===== src/rtl/mul4_tile_sched_pkg.sv =====
// Shared types and constants for the 4x4 tiled multiplier scheduler.
package mul4_tile_sched_pkg;

    localparam int OP_W   = 4;
    localparam int DIG_W  = 2;
    localparam int PROD_W = 8;
    localparam int TILES  = 4;
    localparam int CNT_W  = 2;
    localparam int PP_W   = 2 * DIG_W;

    typedef enum logic [1:0] {
        IDLE,
        CALC,
        DONE
    } state_e;

    // Entry i is the left shift applied to tile i.
    localparam logic [TILES-1:0][2:0] TILE_SHIFT = {3'd4, 3'd2, 3'd2, 3'd0};

    function automatic logic [PROD_W-1:0] place_tile(
        input logic [PP_W-1:0]  pp,
        input logic [CNT_W-1:0] idx
    );
        return {{(PROD_W-PP_W){1'b0}}, pp} << TILE_SHIFT[idx];
    endfunction

endpackage


===== src/rtl/mul4_tile_sched_if.sv =====
// Operand/product handshake bundle for mul4_tile_sched.
interface mul4_tile_sched_if;
    import mul4_tile_sched_pkg::*;

    logic              in_valid;
    logic              in_ready;
    logic [OP_W-1:0]   A;
    logic [OP_W-1:0]   B;
    logic              out_valid;
    logic              out_ready;
    logic [PROD_W-1:0] P;

    modport master (
        output in_valid, A, B, out_ready,
        input  in_ready, out_valid, P
    );

    modport slave (
        input  in_valid, A, B, out_ready,
        output in_ready, out_valid, P
    );

endinterface


===== src/rtl/mul4_tile_sched_mul2x2_core.sv =====
// Combinational 2x2 unsigned multiplier built from its partial products.
module mul2x2_core (
    input  logic [1:0] a,
    input  logic [1:0] b,
    output logic [3:0] p
);

    logic pp00, pp01, pp10, pp11;

    assign pp00 = a[0] & b[0];
    assign pp10 = a[1] & b[0];
    assign pp01 = a[0] & b[1];
    assign pp11 = a[1] & b[1];

    assign p = {3'b000, pp00}
             + {2'b00, pp10, 1'b0}
             + {2'b00, pp01, 1'b0}
             + {1'b0, pp11, 2'b00};

endmodule


===== src/rtl/mul4_tile_sched.sv =====
// 4x4 unsigned multiplier: four 2x2 tiles through one shared core,
// one tile per cycle, result held until the consumer takes it.
module mul4_tile_sched
    import mul4_tile_sched_pkg::*;
(
    input  logic              clk,
    input  logic              rst,
    mul4_tile_sched_if.slave  bus
);

    state_e             state_q, state_d;
    logic [OP_W-1:0]    a_q, a_d;
    logic [OP_W-1:0]    b_q, b_d;
    logic [PROD_W-1:0]  acc_q, acc_d;
    logic [CNT_W-1:0]   cnt_q, cnt_d;
    logic [DIG_W-1:0]   a_dig, b_dig;
    logic [PP_W-1:0]    pp;

    // Tile order: lo*lo, lo*hi, hi*lo, hi*hi (A digit, B digit).
    always_comb begin
        a_dig = a_q[DIG_W-1:0];
        b_dig = b_q[DIG_W-1:0];
        unique case (cnt_q)
            2'd0: begin a_dig = a_q[1:0]; b_dig = b_q[1:0]; end
            2'd1: begin a_dig = a_q[1:0]; b_dig = b_q[3:2]; end
            2'd2: begin a_dig = a_q[3:2]; b_dig = b_q[1:0]; end
            2'd3: begin a_dig = a_q[3:2]; b_dig = b_q[3:2]; end
            default: ;
        endcase
    end

    mul2x2_core u_core (
        .a (a_dig),
        .b (b_dig),
        .p (pp)
    );

    always_comb begin
        state_d = state_q;
        a_d     = a_q;
        b_d     = b_q;
        acc_d   = acc_q;
        cnt_d   = cnt_q;
        unique case (state_q)
            IDLE: begin
                if (bus.in_valid) begin
                    a_d     = bus.A;
                    b_d     = bus.B;
                    acc_d   = '0;
                    cnt_d   = '0;
                    state_d = CALC;
                end
            end
            CALC: begin
                acc_d = acc_q + place_tile(pp, cnt_q);
                cnt_d = cnt_q + 1'b1;
                if (cnt_q == CNT_W'(TILES - 1))
                    state_d = DONE;
            end
            DONE: begin
                if (bus.out_ready)
                    state_d = IDLE;
            end
            default: state_d = IDLE;
        endcase
    end

    always_ff @(posedge clk) begin
        if (rst) begin
            state_q <= IDLE;
            a_q     <= '0;
            b_q     <= '0;
            acc_q   <= '0;
            cnt_q   <= '0;
        end else begin
            state_q <= state_d;
            a_q     <= a_d;
            b_q     <= b_d;
            acc_q   <= acc_d;
            cnt_q   <= cnt_d;
        end
    end

    assign bus.in_ready  = (state_q == IDLE);
    assign bus.out_valid = (state_q == DONE);
    assign bus.P         = (state_q == DONE) ? acc_q : '0;

endmodule


===== src/flat_wrapper.sv =====
// flat-port wrapper written by rule: the top's interface ports become plain ports
module mul4_tile_sched_flat import mul4_tile_sched_pkg::*;
  (clk, rst, bus_in_valid, bus_A, bus_B, bus_out_ready, bus_in_ready, bus_out_valid, bus_P);
  mul4_tile_sched_if bus_i ();
  input  logic clk;
  input  logic rst;
  input wire logic [$bits(bus_i.in_valid)-1:0] bus_in_valid;
  input wire logic [$bits(bus_i.A)-1:0] bus_A;
  input wire logic [$bits(bus_i.B)-1:0] bus_B;
  input wire logic [$bits(bus_i.out_ready)-1:0] bus_out_ready;
  output wire logic [$bits(bus_i.in_ready)-1:0] bus_in_ready;
  output wire logic [$bits(bus_i.out_valid)-1:0] bus_out_valid;
  output wire logic [$bits(bus_i.P)-1:0] bus_P;
  assign bus_i.in_valid = bus_in_valid;
  assign bus_i.A = bus_A;
  assign bus_i.B = bus_B;
  assign bus_i.out_ready = bus_out_ready;
  assign bus_in_ready = bus_i.in_ready;
  assign bus_out_valid = bus_i.out_valid;
  assign bus_P = bus_i.P;
  mul4_tile_sched u_core (.clk(clk), .rst(rst), .bus(bus_i));
endmodule

===== config.mk =====
export PLATFORM = sky130hd
export DESIGN_NAME = mul4_tile_sched_flat
export DESIGN_NICKNAME = d
export VERILOG_FILES = /design/src/rtl/mul4_tile_sched_pkg.sv /design/src/rtl/mul4_tile_sched_if.sv /design/src/rtl/mul4_tile_sched_mul2x2_core.sv /design/src/rtl/mul4_tile_sched.sv /design/src/flat_wrapper.sv
export SDC_FILE = /design/constraint.sdc
export NUM_CORES = 1
export LEC_CHECK = 0
export ABC_AREA = 0
export CORE_ASPECT_RATIO = 0.6
export CORE_UTILIZATION = 35
export DETAILED_ROUTE_END_ITERATION = 12
export PLACE_DENSITY = 0.58
export RECOVER_POWER = 100
export SLEW_MARGIN = 20
export SYNTH_ARGS = -nofsm -noshare
export SYNTH_HDL_FRONTEND = slang
export SYNTH_SLANG_ARGS = --single-unit

===== constraint.sdc =====
create_clock -name clk -period 8.8 [get_ports clk]
set_input_delay 2.64 -clock clk [delete_from_list [all_inputs] [get_ports clk]]
set_output_delay 2.64 -clock clk [all_outputs]
set_load 0.03 [all_outputs]

== Word level (Yosys, flattened, before mapping) ==
Index checks and enable logic that the tools add are counted.

* Add/sub/neg operators: 5
* $lt $le $gt $ge: 1
* Reduce and logical (&&, ||, !) cells: 10
* Shifts and indexed selects: 1
* Bitwise operators: 4
* Equal/unequal tests: 8
* Muxes and demuxes: 13

{| class="wikitable"
|+ Operators by type and width
! kind !! count
|-
| $mux 8 || 2
|-
| $pmux 8 s2 || 1
|-
| $pmux 2 s2 || 3
|-
| $add 8x8->8 || 1
|-
| $mux 2 || 4
|-
| $reduce_or 2->1 || 4
|-
| $shl 4x3->8 || 1
|-
| $bmux 3 s2 || 1
|-
| $eq 2x2->1 const B || 3
|-
| $pmux 2 s3 || 1
|-
| $add 3x2->4 || 1
|-
| $add 4x3->4 || 1
|-
| $and 1x1->1 || 4
|-
| $eq 2x1->1 const B || 2
|-
| $logic_not 2->1 || 2
|-
| $ne 2x2->1 const B || 2
|-
| $reduce_and 2->1 || 2
|-
| $add 1x2->3 || 1
|-
| $lt 2x3->1 const B || 1
|-
| $mux 3 || 1
|-
| $reduce_and 3->1 || 1
|-
| $add 2x1->2 const B || 1
|-
| $ne 2x1->1 const B || 1
|-
| $reduce_bool 2->1 || 1
|}

* Register bits: 20
* Input port bits: 12

== Longest topological paths before layout ==
* Word-level depth: 10
* Gate-level depth with buffers: 16
* Mapped depth without buffers: 16

== Hierarchy ==
Synthesis repeated with hierarchy kept, for this count alone.

* Cells, all modules: 165
* Area total of the unflattened synthesis: 1326.3 um^2

{| class="wikitable"
|+ By module, submodules not included
! module !! times used !! cells an instance !! seq. area each (um^2) !! area each (um^2)
|-
| mul4_tile_sched || 1 || 158 || 400.4 || 1268.7
|-
| mul2x2_core || 1 || 7 || 0.0 || 57.6
|}

== Least setup slack after synthesis ==
No wires, ideal clock.

* Path kind: flip-flop to output port
* Start point: register u_core.state_q[1]
* End point: output port bus_P[0]
* Buffers on the path: 1
* Arrival: 1270 ps
* Stages on the path, launching flop included: 4
* Setup slack: 4890 ps
* Path through: dfxtp_1 > nor2b_1 > clkbuf_1 > and2_1

* Cells in the longest elaborated chain, start to end: 2

{| class="wikitable"
|+ Ends and longest elaborated chain
! what !! RTL line !! source
|-
| start: declaration || mul4_tile_sched.sv:11 || <nowiki>state_e state_q, state_d;</nowiki>
|-
| start signal: assignment || mul4_tile_sched.sv:76 || <nowiki>state_q <= state_d;</nowiki>
|-
| $eq 2x2->1 || -- ||
|-
| via bus_out_valid || flat_wrapper.sv:12 || <nowiki>output wire logic [$bits(bus_i.out_valid)-1:0] bus_out_valid;</nowiki>
|-
| $mux 8 || mul4_tile_sched.sv:86 || <nowiki>assign bus.P = (state_q == DONE) ? acc_q : '0;</nowiki>
|-
| end: declaration || flat_wrapper.sv:13 || <nowiki>output wire logic [$bits(bus_i.P)-1:0] bus_P;</nowiki>
|}

The timed path passes the listed nets, and every way through them passes these cells.

== Worst setup path after layout ==
* Start point: register u_core.state_q[1]
* End point: output port bus_P[0]

* Cells in the longest elaborated chain, start to end: 2

{| class="wikitable"
|+ Ends and longest elaborated chain
! what !! RTL line
|-
| $eq 2x2->1 || mul4_tile_sched.sv:86
|-
| $mux 8 || mul4_tile_sched.sv:86
|}

Every way passes these cells.

==> flow_metrics.py <==
metrics = {
    "routing": {
        "wl_per_cell_um": 13.3,
        "ant_nets": 0,
        "dr.pass1.iters": 4,
        "drtIter0Drc": 26,
        "finalWirelength_mm": 3.04,
        "drcViolationCount": 0,
        "vias_per_cell": 5.03,
        "vias": 1151,
    },
    "min_path": {
        "hp-start": "u_core.a_q[2]",
        "min_to": "u_core.a_q[2]",
        "min_path_type": "reg2reg",
        "whs_path_depth": 2,
    },
    "clock_network": {
        "htree_levels": 1,
        "numCtsBuffers": 3,
        "cts_sinks": 20,
        "cts_resized": 0,
        "cts_setup_buffers": 0,
        "cts_buffer_depth": 2,
        "root_buffer": "clkbuf_8",
        "ctsHoldBuffers": 0,
        "clock_latency_ns": 0.26,
        "path_clk_slew_ns": 0.07,
        "cts_tree": "built",
    },
    "synth": {
        "ys_ff_latch": 20,
        "yosys_warnings": 0,
        "yosys-top-cells-count": "nand2_1, dfxtp_1, nor2_1",
        "synth.most_common_cell": "nand2_1",
        "synth-edff-count": 0,
        "yosys.area.top_type": "dfxtp_1",
        "synth_area_leaders": "dfxtp_1, ha_1, nand2_1, a21oi_1, nor2_1",
        "postSynth.asyncResetShare": 0,
        "synth_ff_type": "dfxtp_1",
        "synthCells": 169,
        "seq_area_frac_synth": 0.305,
        "syn_area_mm2": 0.00131,
        "syn_area_per_cell_um2": 7.76,
        "synth_fp_nets": 194,
        "yosysUniqueCellTypes": 36,
        "netlist.area_leader.share": 0.305,
    },
    "global_route": {
        "use_met1": 0.256,
        "grt_use_met2": 0.249,
        "use_met3": 0.0449,
        "grt_pass1_vias": 1118,
        "grt_use_total": 0.171,
        "grt_max_degree": 25,
        "antenna_found_initial": 0,
        "grt_pass1_wl_mm": 5.20,
        "grt_overflow": 0,
        "busiest_layer": "met1",
    },
    "setup_path": {
        "reg2reg_setup_slack_ns": 5.17,
        "slowest_stage": "dlygate4sd3_1",
        "crit_path_end_kind": "primary output",
        "path_buf_inv": 1,
        "critPathMaxFanout": 10,
        "r2r-end": "u_core.acc_q[7]",
        "worstPathArrival_ns": 2.20,
        "path_delay_family": "simple AND/OR/NAND/NOR gates",
        "path_cells": "nor2b_1 > and2_1 > dlygate4sd3_1",
        "cpPeakStageDelay_ns": 0.74,
        "r2r_start": "u_core.cnt_q[0]",
        "critPathRequiredTime_ns": 6.16,
        "setup.worst_path.start_class": "flop",
        "crit_type": "reg2out",
        "ff2ff_path_depth": 15,
    },
    "timing": {
        "timing.final.crit_period_ns": 4.84,
        "finClkSkew_ns": 0.00913,
        "rsz0062_at_grt": "false",
        "fin_tns_setup_ns": 0,
        "setup_viol": 0,
        "fin_hold_ws_ns": 0.459,
        "period_share": 0.550,
        "drv_slew": 0,
        "hold_viol": 0,
        "timing.fmax_mhz": 207,
        "relSlewSlack": 0.384,
        "worst_pin_slew_ns": 0.921,
    },
    "die": {
        "initial_utilization": 0.385,
        "die_area_mm2": 0.00400,
        "num_io_pins": 22,
        "rows": 16,
        "die_x_um": 81.0,
        "coreArea_mm2": 0.00340,
        "dieHeight_um": 49.4,
    },
    "place": {
        "hpwl_mm": 2.29,
        "place_congestion": 0.807,
        "portBuffers": 21,
    },
    "final_layout": {
        "drive_above_1_share": 0.0326,
        "nets": 211,
        "area_growth_pct": 20.2,
        "diodes": 0,
    },
    "pwr": {
        "finalPower_mw": 0.185,
        "power_leakage_nw": 0.699,
        "peakVddDrop_mv": 0.0570,
        "p_per_area_mw_per_mm2": 117,
    },
    "status": {
        "status": "finished clean",
    },
    "flow_run": {
        "drv.max_cap_violation_count": 0,
    },
}
## worst max path at each step
| stage | start | endpoint | depth (start not counted) | slack (ns) |
|---|---|---|---|---|
| floorplan | u_core.state_q[1] | bus_P[0] | 3 | 4.89 |
| global placement | rst | u_core.acc_q[7] | 4 | 4.26 |
| detailed placement | rst | u_core.acc_q[7] | 4 | 4.19 |
| CTS | u_core.state_q[1] | bus_P[0] | 3 | 4.01 |
| global route | u_core.state_q[1] | bus_P[5] | 3 | 3.82 |
| finish | u_core.state_q[1] | bus_P[0] | 3 | 3.96 |
## logic make-up after synthesis
family | after synthesis | synth area share
buffers and inverters | 13 | 0.0439
flip-flops | 20 | 0.305
adder cells (fa/ha/maj) | 13 | 0.130
multiplexers | 7 | 0.0544
AO/OA/AOI/OAI | 34 | 0.156
AND/OR/NAND/NOR | 78 | 0.284
XOR/XNOR | 4 | 0.0267
## report_power, final
group | internal [mW] | switching, mW | total (mW)
registers | 0.0937 | 0.00259 | 0.0963
clock network | 0.0305 | 0.0306 | 0.0611
logic | 0.0110 | 0.0161 | 0.0271
total | 0.135 | 0.0492 | 0.185
## sequential cells by signal, indices dropped and copies added (netlist names)
name and cells:
u_core.a_q 4, u_core.acc_q 8, u_core.b_q 4, u_core.cnt_q 2
u_core.state_q 2
## routing by layer
layer,up-vias,part of all wire
li1,608,-
met1,520,0.54
met2,21,0.41
met3,2,0.048
met4,0,0.0013
met5,-,0
## area by class of cell
type | instances | area, µm²
inverters | 4 | 15.0
repair buffers | 21 | 210
clock buffers | 3 | 41.3
multi-input cells | 136 | 853
fillers | 352 | 1830
well taps | 45 | 56.3
flip-flops and latches | 20 | 400
## layout by cell type, fill, tap and decap left out, types with 3 or more instances in the layout
cell type / netlist / final
a21oi_1: 16 / 16
and2_1: 9 / 9
dfxtp_1: 20 / 20
nand3_1: 5 / 5
nor2b_1: 3 / 3
ha_1: 12 / 12
a211oi_1: 3 / 3
mux2i_1: 6 / 6
clkdlybuf4s50_1: 0 / 10
xnor2_1: 3 / 3
nand2_1: 29 / 29
dlygate4sd3_1: 0 / 11
nor2_1: 18 / 18
clkbuf_8: 0 / 3
o211ai_1: 3 / 3
o21ai_0: 4 / 4
nor3_1: 3 / 3
inv_1: 4 / 4
nand2b_1: 3 / 3
## worst register-to-register path, stage by stage (launching register included)
cell	delay (ns)
dfxtp_1	0.37
ha_1	0.37
nor2_1	0.25
mux2i_1	0.31
nor2_1	0.08
ha_1	0.20
ha_1	0.29
nand2_1	0.07
o21a_1	0.15
nor2_1	0.05
ha_1	0.36
o21ai_0	0.12
o21bai_1	0.25
a211oi_1	0.13
or4_1	0.47
o211ai_1	0.09
## through the flow
| stage | utilization | instance area, µm² | setup slack, ns | std cells |
|---|---|---|---|---|
| after floorplan | - | 1310 | 4.89 | 169 |
| after global placement | 0.451 | 1540 | 4.26 | 226 |
| after detailed placement | 0.451 | 1540 | 4.19 | 226 |
| after CTS | 0.463 | 1580 | 4.01 | 229 |
| after global routing | 0.463 | 1580 | 3.82 | 229 |
| final | 0.463 | 1580 | 3.96 | 229 |
Power figures use the tool's default switching activity.
